**config.mk**
```make
export PLATFORM = sky130hd
export DESIGN_NAME = instruction_decode
export DESIGN_NICKNAME = d
export VERILOG_FILES = /design/src/rtl/instruction_decode_pkg.sv /design/src/rtl/instruction_decode_decode_table.sv /design/src/rtl/instruction_decode.sv
export SDC_FILE = /design/constraint.sdc
export NUM_CORES = 1
export LEC_CHECK = 0
export ABC_CLOCK_PERIOD_IN_PS = 5200
export CAP_MARGIN = 20
export CORE_MARGIN = 2
export CORE_UTILIZATION = 54
export DETAILED_ROUTE_END_ITERATION = 12
export PLACE_DENSITY = 0.9
export SYNTH_ARGS = -nofsm -noshare
export SYNTH_HDL_FRONTEND = slang
export SYNTH_HIERARCHICAL = 1
export SYNTH_SLANG_ARGS = --single-unit
```
**constraint.sdc**
```tcl
create_clock -name clock -period 5.2 [get_ports clock]
set_clock_uncertainty 0.15 [all_clocks]
set_input_delay 0.78 -clock clock [delete_from_list [all_inputs] [get_ports clock]]
set_output_delay 0.78 -clock clock [all_outputs]
set_load 0.005 [all_outputs]
```
**src/rtl/instruction_decode_pkg.sv**
```systemverilog
// Shared decode constants: operation numbers, instruction classes and the
// 16-bit instruction word layout. Execution imports the same definitions.
package instruction_decode_pkg;

  localparam int unsigned OP_NOP  = 0;
  localparam int unsigned OP_ADD  = 1;
  localparam int unsigned OP_SUB  = 2;
  localparam int unsigned OP_AND  = 3;
  localparam int unsigned OP_OR   = 4;
  localparam int unsigned OP_XOR  = 5;
  localparam int unsigned OP_ASR  = 6;
  localparam int unsigned OP_LSL  = 7;
  localparam int unsigned OP_LSR  = 8;
  localparam int unsigned OP_MOV  = 9;
  localparam int unsigned OP_ADDI = 10;
  localparam int unsigned OP_SUBI = 11;
  localparam int unsigned OP_ASRI = 12;
  localparam int unsigned OP_LSLI = 13;
  localparam int unsigned OP_LSRI = 14;
  localparam int unsigned OP_LDI  = 15;
  localparam int unsigned OP_LDB  = 16;
  localparam int unsigned OP_LDW  = 17;

  localparam logic [1:0] CLS_ALU = 2'b00;
  localparam logic [1:0] CLS_MEM = 2'b01;

  // Everything below the long flag; a latched prefix only needs these bits.
  typedef struct packed {
    logic [1:0] cls;    // [14:13]
    logic [3:0] opcode; // [12:9]
    logic [2:0] dest;   // [8:6]
    logic [2:0] src_1;  // [5:3]
    logic [2:0] src_2;  // [2:0]
  } instr_body_t;

  typedef struct packed {
    logic        long_flag; // [15]
    instr_body_t body;
  } instr_word_t;

  typedef enum logic {
    ST_FIRST  = 1'b0,
    ST_SECOND = 1'b1
  } dec_state_e;

endpackage

```
**src/rtl/instruction_decode_decode_table.sv**
```systemverilog
// Combinational decode of class/opcode into an operation number, the raw
// immediates and the illegal flag.
module decode_table
  import instruction_decode_pkg::*;
#(
  parameter int OPNUM_W = 6
) (
  input  logic [1:0]         cls,
  input  logic [3:0]         opcode,
  input  logic [2:0]         src_1,
  input  logic [2:0]         src_2,
  input  logic               long_illegal,
  output logic [OPNUM_W-1:0] op,
  output logic [2:0]         imm_1,
  output logic [5:0]         imm_2,
  output logic               illegal
);

  always_comb begin
    op      = '0;
    illegal = 1'b0;
    imm_1   = src_2;
    imm_2   = {src_1, src_2};
    if (long_illegal) begin
      illegal = 1'b1;
    end else begin
      case (cls)
        // ALU opcodes 0..15 map one-to-one onto OP_NOP..OP_LDI
        CLS_ALU: op = OPNUM_W'(opcode);
        CLS_MEM: begin
          case (opcode)
            4'd0:    op = OPNUM_W'(OP_LDB);
            4'd1:    op = OPNUM_W'(OP_LDW);
            default: illegal = 1'b1;
          endcase
        end
        default: illegal = 1'b1;
      endcase
    end
  end

endmodule

```
**src/rtl/instruction_decode.sv**
```systemverilog
// Decode stage: accepts 16-bit words from fetch, assembles two-word
// instructions and registers the decoded bundle for execution.
//
// state     | meaning
// ----------+-----------------------------------------------------------
// ST_FIRST  | next accepted word starts an instruction
// ST_SECOND | long prefix latched; next accepted word completes it
module instruction_decode
  import instruction_decode_pkg::*;
#(
  parameter int OPNUM_W = 6,
  parameter bit LONG_EN = 1'b1
) (
  input  logic               clock,
  input  logic               reset,
  input  logic [15:0]        instr_word,
  input  logic               instr_valid,
  output logic               instr_ready,
  input  logic               stall,
  input  logic               flush,
  output logic [OPNUM_W-1:0] operationnumber,
  output logic [2:0]         destination,
  output logic [2:0]         source_1,
  output logic [2:0]         source_2,
  output logic [2:0]         unsigned_1,
  output logic [5:0]         unsigned_2,
  output logic [8:0]         unsigned_3,
  output logic               decode_valid,
  output logic               illegal
);

  dec_state_e   state_q, state_d;
  instr_body_t  prefix_q, prefix_d;

  logic [OPNUM_W-1:0] op_q, op_d;
  logic [2:0]         dest_q, dest_d;
  logic [2:0]         src_1_q, src_1_d;
  logic [2:0]         src_2_q, src_2_d;
  logic [2:0]         imm_1_q, imm_1_d;
  logic [5:0]         imm_2_q, imm_2_d;
  logic [8:0]         imm_3_q, imm_3_d;
  logic               valid_q, valid_d;
  logic               illegal_q, illegal_d;

  instr_word_t        word;
  instr_body_t        dec_body;
  logic               accept;
  logic               in_second;
  logic               starts_long;
  logic               long_illegal;
  logic [OPNUM_W-1:0] tbl_op;
  logic [2:0]         tbl_imm_1;
  logic [5:0]         tbl_imm_2;
  logic               tbl_illegal;

  assign instr_ready  = !stall;
  assign word         = instr_word_t'(instr_word);
  assign accept       = instr_valid && instr_ready && !flush;
  assign in_second    = (state_q == ST_SECOND);
  assign starts_long  = !in_second && word.long_flag && LONG_EN;
  assign long_illegal = !in_second && word.long_flag && !LONG_EN;
  // The second word only contributes immediate bits; fields come from the prefix.
  assign dec_body     = in_second ? prefix_q : word.body;

  decode_table #(
    .OPNUM_W(OPNUM_W)
  ) u_decode_table (
    .cls          (dec_body.cls),
    .opcode       (dec_body.opcode),
    .src_1        (dec_body.src_1),
    .src_2        (dec_body.src_2),
    .long_illegal (long_illegal),
    .op           (tbl_op),
    .imm_1        (tbl_imm_1),
    .imm_2        (tbl_imm_2),
    .illegal      (tbl_illegal)
  );

  always_ff @(posedge clock) begin
    if (reset) begin
      state_q   <= ST_FIRST;
      prefix_q  <= '0;
      op_q      <= '0;
      dest_q    <= '0;
      src_1_q   <= '0;
      src_2_q   <= '0;
      imm_1_q   <= '0;
      imm_2_q   <= '0;
      imm_3_q   <= '0;
      valid_q   <= 1'b0;
      illegal_q <= 1'b0;
    end else begin
      state_q   <= state_d;
      prefix_q  <= prefix_d;
      op_q      <= op_d;
      dest_q    <= dest_d;
      src_1_q   <= src_1_d;
      src_2_q   <= src_2_d;
      imm_1_q   <= imm_1_d;
      imm_2_q   <= imm_2_d;
      imm_3_q   <= imm_3_d;
      valid_q   <= valid_d;
      illegal_q <= illegal_d;
    end
  end

  always_comb begin
    state_d  = state_q;
    prefix_d = prefix_q;
    if (flush) begin
      state_d  = ST_FIRST;
      prefix_d = '0;
    end else if (accept) begin
      case (state_q)
        ST_FIRST: begin
          if (starts_long) begin
            state_d  = ST_SECOND;
            prefix_d = word.body;
          end
        end
        ST_SECOND: begin
          state_d  = ST_FIRST;
          prefix_d = '0;
        end
        default: state_d = ST_FIRST;
      endcase
    end
  end

  always_comb begin
    op_d      = op_q;
    dest_d    = dest_q;
    src_1_d   = src_1_q;
    src_2_d   = src_2_q;
    imm_1_d   = imm_1_q;
    imm_2_d   = imm_2_q;
    imm_3_d   = imm_3_q;
    valid_d   = valid_q;
    illegal_d = illegal_q;
    if (flush) begin
      valid_d   = 1'b0;
      illegal_d = 1'b0;
    end else if (!stall) begin
      if (accept && !starts_long) begin
        op_d      = tbl_op;
        dest_d    = dec_body.dest;
        src_1_d   = dec_body.src_1;
        src_2_d   = dec_body.src_2;
        imm_1_d   = tbl_imm_1;
        imm_2_d   = tbl_imm_2;
        imm_3_d   = {instr_word[5:0], dec_body.src_2};
        valid_d   = 1'b1;
        illegal_d = tbl_illegal;
      end else begin
        valid_d = 1'b0;
      end
    end
  end

  assign operationnumber = op_q;
  assign destination     = dest_q;
  assign source_1        = src_1_q;
  assign source_2        = src_2_q;
  assign unsigned_1      = imm_1_q;
  assign unsigned_2      = imm_2_q;
  assign unsigned_3      = imm_3_q;
  assign decode_valid    = valid_q;
  assign illegal         = illegal_q;

endmodule

```
==> results.cfg <==
[yosys]
synth-xor-area-share = 0
ys_ff_latch = 48
yosysMostFrequentCell = dfxtp_1
async_flop_share = 0
synth_fa_ha_area_frac = 0
syn_inst = 265
yosysWarnings = 6
muxShareOfSynthArea = 0.0722
synth_top_family_by_area = compound AO/OA/AOI/OAI gates
yosys_most_used_dff = dfxtp_1
synth_compound_area_frac = 0.199
seq_area_frac_synth = 0.396
synth.largest_area_cell = dfxtp_1
synth_top_area_share = 0.396
postSynthAreaPerCell_um2 = 9.15
syn_area_um2 = 2420
synth_edf_count = 0
ys_top_cells_by_count = dfxtp_1, a21oi_1, o21ai_1, nand3_1, buf_4
synthSimpleGateAreaFrac = 0.188
yosysUniqueCellTypes = 33
synthTopCellsByArea = dfxtp_1, a21oi_1, o21ai_1

[placement]
place_congestion = 0.764
dpl.cell_count = 336
portBuffers = 56
hpwl_um = 3550

[job]
max-cap-violations = 0

[detailed_routing]
vias_per_cell = 5.89
drc = 0
vias = 2027
ant_nets = 0
wl_um = 5530
drtIter0Drc = 239
drtPass1Iterations = 4
avgRoutedWirePerCell_um = 16.1

[cts]
clk_latency_ns = 0.31
cts_resized = 0
cts_buffers = 5
cts_max_level = 2
clockRootBuffer = clkbuf_8
numClockSinks = 48
path_clk_slew_ns = 0.09
cts_tree = yes
cts_hold_buf = 0
post_cts_buffers = 0
cts_buffer_depth = 2

[cells_and_area]
diodes = 0
layout-drive-gt1-share = 0.151
multiInputGateArea_um2 = 1130
regArea_um2 = 961
areaGrowthSynthToFinish_pct = 17.8
nFillCells = 346
fin_cells = 344
nNetsFinal = 313

[sta]
tns_ns = 0
setup_violations = 0
min_period_ns = 3.08
finalMaxSlewViolations = 0
relSlewSlack = 0.291
grt_setup_unrepaired = false
hold_violations = 0
max_freq_mhz = 325
period_share = 0.592
worstMarginPinSlew_ns = 1.06

[setup_path]
regToRegStartpoint = in_second
endpoint_kind = register
arrival_ns = 3.13
critical_path_class = input port to register
cp.required_ns = 5.25
regToRegSetupSlack_ns = 2.79
crit_fanout = 18
cp-start-kind = input port
critPathLaunch = instr_word[15]

[pwr]
power.leakage_nw = 0.892
clkPwrFrac = 0.310
p_int_uw = 510
p_comb_frac = 0.141
powerDensity_nw_per_um2 = 242
switching_share = 0.261
irDropWorstVdd_mv = 0.117
p_sw_uw = 180
pwr-share-seq = 0.549

[worst_hold_path]
min-delay-start = decode_valid
min_path_type = register to register

[global_routing]
grt_pass1_wl_um = 8650
antenna_found_initial = 0
grt_use_total = 0.214
grt_pass1_vias = 1891
grt_start_max_net_pins = 48
grt.overflow.total = 0

[status]
status = complete, no violations

[floorplan]
die_area_um2 = 5040
num_rows = 24
dieWidth_um = 71.0
core_area_um2 = 4350
start_util = 0.557
io_pins = 57
die_y_um = 71.0
-- sequential cells by signal, summed over array words and instances, names as in the netlist --
register         cells
decode_valid         1
destination          3
illegal              1
in_second            1
operationnumber      6
prefix_q            15
source_1             3
source_2             2
unsigned_1           3
unsigned_2           6
unsigned_3           7
-- worst max-delay path, stage by stage --
cell and delay [ns]:
clkdlybuf4s50_1 0.95, nor2b_2 0.66, buf_4 0.36, nor2_1 0.12, a211oi_1 0.24
-- logic make-up after synthesis --
| logic type | Yosys count |
|---|---|
| simple gates | 69 |
| compound gates | 88 |
| flops | 48 |
| mux | 16 |
| buf+inv | 42 |
| other cells | 2 |
-- through the flow --
| stage | utilization | cell area, um2 | worst slack [ns] | power [mW] | hold slack [ns] |
|---|---|---|---|---|---|
| after floorplan | - | 2430 | 3.32 | 0.453 | 0.287 |
| after global placement | 0.631 | 2750 | 1.91 | 0.478 | 0.297 |
| after detailed placement | 0.631 | 2750 | 1.84 | 0.480 | 0.308 |
| after CTS | 0.649 | 2830 | 2.16 | 0.688 | 0.321 |
| after global routing | 0.656 | 2860 | 1.98 | 0.714 | 0.337 |
| final | 0.656 | 2860 | 2.12 | 0.690 | 0.319 |
-- per-layer routing --
layer	GRT usage	vias to the layer above	part of all wire
met5	0	-	0
met4	0.0901	0	0.022
met3	0.0413	14	0.051
met2	0.346	74	0.50
met1	0.279	953	0.43
li1	-	986	-
-- final cells by class --
type,instances,area share
well taps,52,0.0228
multi-input cells,176,0.397
repair buffers,60,0.214
clock buffers,5,0.0241
inverters,1,0.00131
flip-flops and latches,48,0.337
clock inverters,2,0.00438
-- placed cells by master (no fill, tap or decap) --
master,instances
nor3b_4,1
inv_1,1
mux2i_1,4
buf_4,3
buf_16,1
nor3_2,6
and2_1,2
nor2_4,1
o21ai_2,7
nand4b_1,15
or2_2,1
clkdlybuf4s50_1,56
nand2b_1,1
mux2_2,12
clkinvlp_4,1
o21ai_0,3
o21ai_1,27
and3_1,2
clkinv_2,1
or3b_2,1
conb_1,3
nand3_1,22
a21oi_1,47
nor2_1,3
nor2b_2,1
o31ai_2,1
and2_2,1
clkbuf_8,5
nor3_1,8
nand2_1,3
a211oi_1,3
and2b_2,1
dfxtp_1,48
-- final timing paths --
check | end | cells past startpoint
setup / recovery | destination[2] | 5
hold / removal | decode_valid | 2
setup reg to reg | operationnumber[3] | 6
hold reg to reg | decode_valid | 2
-- power by group through the flow --
stage / Sequential (mW) / Combinational, mW / Clock, mW
after global routing: 0.380 / 0.103 / 0.231
after global placement: 0.387 / 0.0905 / 0
after floorplan: 0.386 / 0.0671 / 0
after detailed placement: 0.387 / 0.0923 / 0
after CTS: 0.379 / 0.0930 / 0.216
final: 0.379 / 0.0970 / 0.214
(Power assumes the default switching activity.)
